[src/rtl/mod_counter.sv]
// Up/down modulo counter with optional prescaler, wrap or saturate at the bounds,
// registered overflow/underflow pulses and a combinational terminal-count flag.
module mod_counter #(
  parameter int DATA_WIDTH = 5,
  parameter int MODULUS    = 2**DATA_WIDTH,
  parameter int PRESCALE   = 1,
  parameter int SATURATE   = 0
) (
  input  logic                  clk,
  input  logic                  reset,
  input  logic                  en,
  input  logic                  up,
  input  logic                  load,
  input  logic [DATA_WIDTH-1:0] load_val,
  output logic [DATA_WIDTH-1:0] count,
  output logic                  ovf,
  output logic                  unf,
  output logic                  tc
);

  localparam int EW = DATA_WIDTH + 1;
  localparam logic [EW-1:0]         TOP_EXT = EW'(MODULUS - 1);
  localparam logic [EW-1:0]         MOD_EXT = EW'(MODULUS);
  localparam logic [DATA_WIDTH-1:0] TOP     = DATA_WIDTH'(MODULUS - 1);

  logic [EW-1:0]         count_ext;
  logic [EW-1:0]         load_ext;
  logic [EW-1:0]         step_up;
  logic [EW-1:0]         step_dn;
  logic                  tick;
  logic [DATA_WIDTH-1:0] count_nxt;
  logic                  ovf_nxt;
  logic                  unf_nxt;

  // One extra bit lets MODULUS = 2**DATA_WIDTH be detected as a carry and 0-1 as a borrow.
  assign count_ext = {1'b0, count};
  assign load_ext  = {1'b0, load_val};
  assign step_up   = count_ext + EW'(1);
  assign step_dn   = count_ext - EW'(1);

  generate
    if (PRESCALE > 1) begin : g_pre
      localparam int PW = $clog2(PRESCALE);
      localparam logic [PW-1:0] PRE_LAST = PW'(PRESCALE - 1);

      logic [PW-1:0] pre;

      assign tick = en && (pre == PRE_LAST);

      always_ff @(posedge clk or negedge reset) begin
        if (!reset) begin
          pre <= '0;
        end else if (load) begin
          pre <= '0;
        end else if (en) begin
          pre <= tick ? '0 : pre + PW'(1);
        end
      end
    end else begin : g_nopre
      assign tick = en;
    end
  endgenerate

  always_comb begin
    count_nxt = count;
    ovf_nxt   = 1'b0;
    unf_nxt   = 1'b0;
    if (load) begin
      count_nxt = (load_ext > TOP_EXT) ? TOP : load_val;
    end else if (tick) begin
      if (up) begin
        if (step_up == MOD_EXT) begin
          ovf_nxt = 1'b1;
          if (SATURATE == 0) begin
            count_nxt = '0;
          end
        end else begin
          count_nxt = step_up[DATA_WIDTH-1:0];
        end
      end else begin
        if (step_dn[EW-1]) begin
          unf_nxt = 1'b1;
          if (SATURATE == 0) begin
            count_nxt = TOP;
          end
        end else begin
          count_nxt = step_dn[DATA_WIDTH-1:0];
        end
      end
    end
  end

  always_ff @(posedge clk or negedge reset) begin
    if (!reset) begin
      count <= '0;
      ovf   <= 1'b0;
      unf   <= 1'b0;
    end else begin
      count <= count_nxt;
      ovf   <= ovf_nxt;
      unf   <= unf_nxt;
    end
  end

  assign tc = up ? (count == TOP) : (count == '0);

endmodule

[config.mk]
export PLATFORM = sky130hd
export DESIGN_NAME = mod_counter
export DESIGN_NICKNAME = d
export VERILOG_FILES = /design/src/rtl/mod_counter.sv
export SDC_FILE = /design/constraint.sdc
export NUM_CORES = 1
export LEC_CHECK = 0
export CELL_PAD_IN_SITES_DETAIL_PLACEMENT = 0
export CELL_PAD_IN_SITES_GLOBAL_PLACEMENT = 1
export CORE_UTILIZATION = 33
export DETAILED_ROUTE_END_ITERATION = 10
export PLACE_DENSITY_LB_ADDON = 0.3
export SLEW_MARGIN = 25
export SYNTH_ARGS = -nofsm -noshare
export SYNTH_HDL_FRONTEND = slang
export SYNTH_SLANG_ARGS = --single-unit
[constraint.sdc]
create_clock -name clk -period 5.5 [get_ports clk]
set_clock_uncertainty 0.15 [all_clocks]
set_input_delay 0.825 -clock clk [delete_from_list [all_inputs] [get_ports clk]]
set_output_delay 0.825 -clock clk [all_outputs]
set_load 0.1 [all_outputs]
==> impl_metrics.py <==
metrics = {
    "status": {
        "outcome": "completed",
    },
    "timing": {
        "maxSlewHeadroom": 0.353,
        "rsz0062_at_grt": "false",
        "worst_slew_pin_slew_ps": 968,
        "fmax_mhz": 268,
        "period_share": 0.679,
        "post-route-min-period_ps": 3740,
        "hold_violations": 0,
        "drv_slew": 0,
        "setup_tns_ps": 0,
        "setup_viol": 0,
    },
    "power": {
        "p_clk_frac": 0.222,
        "switchingPower_uw": 86.5,
        "power_density_mw_per_mm2": 290,
        "seq_power_share": 0.332,
        "power_frac_comb": 0.446,
        "ir_worst_vdd_v": 0.000159,
        "p_int_uw": 114,
        "leakagePower_nw": 0.291,
        "p_sw_frac": 0.430,
        "fin_total_pwr_uw": 201,
    },
    "logic_synthesis": {
        "synth_top_cell_by_area": "dfrtp_1",
        "synth_fa_ha_area_frac": 0.0748,
        "syn-num-nets": 67,
        "synthTopCellsByCount": "7 x dfrtp_1, 5 x nand2_1, 4 x o21ai_0, 4 x xnor2_1",
        "synthMostInstantiatedCell": "dfrtp_1",
        "synth_compound_area_frac": 0.152,
        "synth_xor_area_frac": 0.0698,
        "ys_warn_count": 0,
        "synth_seq_cells": 7,
        "synth_ff_type": "dfrtp_1",
        "synthTopCellsByArea": "dfrtp_1 35%, ha_1 7.5%, xnor2_1 7.0%",
        "synthMuxAreaShare": 0.0424,
        "synth_top_family_by_area": "simple AND/OR/NAND/NOR gates",
        "netlist.area_leader.share": 0.349,
        "yosysSeqAreaShare": 0.349,
        "synth_cells": 54,
        "synth_edf_count": 0,
        "async_reset_ff_frac": 1.00,
        "yosysUniqueCellTypes": 29,
        "netlist_area_um2": 502,
        "synth-simple-area-share": 0.242,
        "post_synth.cell_area_avg_um2": 9.29,
    },
    "route": {
        "detailedRoute.firstPassIterationCount": 4,
        "route.detailed.drc": 0,
        "via_per_inst": 5.27,
        "first_iter_violations": 6,
        "wl_um": 1030,
        "dr_total_vias": 453,
        "postRouteAntennaNets": 0,
        "avgRoutedWirePerCell_um": 11.9,
    },
    "layout": {
        "layout-drive-gt1-share": 0.0986,
        "final_nets": 85,
        "final_cells": 86,
        "diodes": 0,
        "syn2layout_area_growth_pct": 38.2,
        "fillCellCount": 134,
    },
    "floorplan": {
        "start_util": 0.372,
        "core_area_mm2": 0.00135,
        "die_w_um": 41.0,
        "ioPinCount": 18,
        "num_rows": 13,
        "die_y_um": 41.0,
        "dieArea_mm2": 0.00168,
    },
    "min_path": {
        "min-delay-start": "count[4]$_DFFE_PN0P_",
        "hold_end": "ovf$_DFF_PN0_",
        "hold_class": "reg -> reg",
        "whs_path_depth": 1,
    },
    "critical_path": {
        "r2r_start": "count[0]$_DFFE_PN0P_",
        "critPathArrivalTime_ps": 2760,
        "critPathCaptureType": "output port",
        "critPathKind": "in -> out",
        "r2r_slack_ps": 3540,
        "reg2regPathDepth": 7,
        "r2r-end": "count[4]$_DFFE_PN0P_",
        "startpoint_type": "primary input",
        "required_ps": 4530,
        "crit_fanout": 9,
    },
    "global_routing": {
        "gr-total-overflow": 0,
        "grt_pass1_vias": 417,
        "antenna_found_initial": 0,
        "use_met3": 0.0815,
        "met2_usage": 0.277,
        "grt_pass1_wl_um": 1630,
        "top_usage_layer": "met2",
        "grt_usage": 0.152,
        "met1_usage": 0.160,
        "grt_max_degree": 12,
    },
    "placement": {
        "placed_cells": 82,
        "dp_hpwl_um": 828,
        "gp_congestion": 0.785,
        "port_buffers": 17,
    },
    "clock_tree": {
        "clkSinkCount": 7,
        "cts_setup_buffers": 0,
        "clock-root-buffer": "clkbuf_4",
        "postCtsHoldBufs": 0,
        "clock_latency_ps": 240,
        "cts_buffers": 3,
        "clockBufferDepth": 2,
        "cts_resized": 0,
        "cts.clk_slew.worst_paths_ps": 50,
        "cts_tree": "built",
        "htreeDepth": 1,
    },
    "run": {
        "max_cap_viol_count": 0,
    },
}
==> metrics by stage <==
step / cell area, um^2 / util / setup slack [ps] / hold WS, ps
finish: 693 / 0.513 / 1760 / 514
floorplan: 502 / - / 1150 / 379
CTS: 693 / 0.513 / 1770 / 521
global placement: 667 / 0.494 / 1790 / 520
global route: 693 / 0.513 / 1660 / 542
detailed placement: 667 / 0.494 / 1770 / 514
==> state kept, by name, indices dropped and copies added (netlist names) <==
signal	flops
count	5
ovf	1
unf	1
==> cell usage in the layout, fill, tap and decap left out, types with 2 or more instances in the layout <==
| cell | netlist | routed |
|---|---|---|
| xnor2_1 | 4 | 4 |
| a21oi_1 | 2 | 2 |
| dfrtp_1 | 7 | 7 |
| nor4_1 | 2 | 2 |
| a211o_1 | 2 | 2 |
| o21ai_0 | 4 | 4 |
| nor3_1 | 2 | 2 |
| clkdlybuf4s50_1 | 0 | 17 |
| ha_1 | 3 | 3 |
| inv_1 | 3 | 3 |
| nand2_1 | 5 | 5 |
| clkbuf_4 | 0 | 3 |
==> metal layers <==
layer	share of wire	wire length (um)	vias up
li1	-	-	228
met1	0.46	477	213
met2	0.49	498	12
met3	0.049	50	0
met4	0	0	0
met5	0	0	-
==> final cells by class <==
cell class	instances	area, um^2	area share
Clock buffer	4	26.3	0.0379
Inverter	3	11.3	0.0162
Multi-Input combinational cell	40	292	0.421
Sequential cell	7	175	0.253
Tap cell	15	18.8	0.0271
Timing Repair Buffer	17	170	0.245
==> worst max path at each step <==
stage / start / endpoint / slack, ps / cells past startpoint
3_3_place_gp: up / tc / 1790 / 4
2_1_floorplan: count[2]$_DFFE_PN0P_ / tc / 1150 / 4
6_report: up / tc / 1760 / 4
5_1_grt: up / tc / 1660 / 4
4_1_cts: up / tc / 1770 / 4
3_5_place_dp: up / tc / 1770 / 4
==> worst max-delay path: stages <==
cell and delay (ps):
clkdlybuf4s50_1 630, nand2_1 80, o21ai_0 80, clkdlybuf4s50_1 1150
==> cell families after synthesis <==
family / count (synthesis)
adder cells (fa/ha/maj): 3
flip-flops: 7
buffers and inverters: 7
AO/OA/AOI/OAI: 12
XOR/XNOR: 4
multiplexers: 2
AND/OR/NAND/NOR: 19
==> power groups by stage <==
stage / clock network, mW / logic, mW / registers (mW)
after floorplan: 0 / 0.0334 / 0.100
after global placement: 0 / 0.0892 / 0.0678
after detailed placement: 0 / 0.0898 / 0.0678
after CTS: 0.0467 / 0.0901 / 0.0669
after global routing: 0.0491 / 0.0948 / 0.0678
final: 0.0445 / 0.0895 / 0.0668
(Power assumes the default switching activity.)
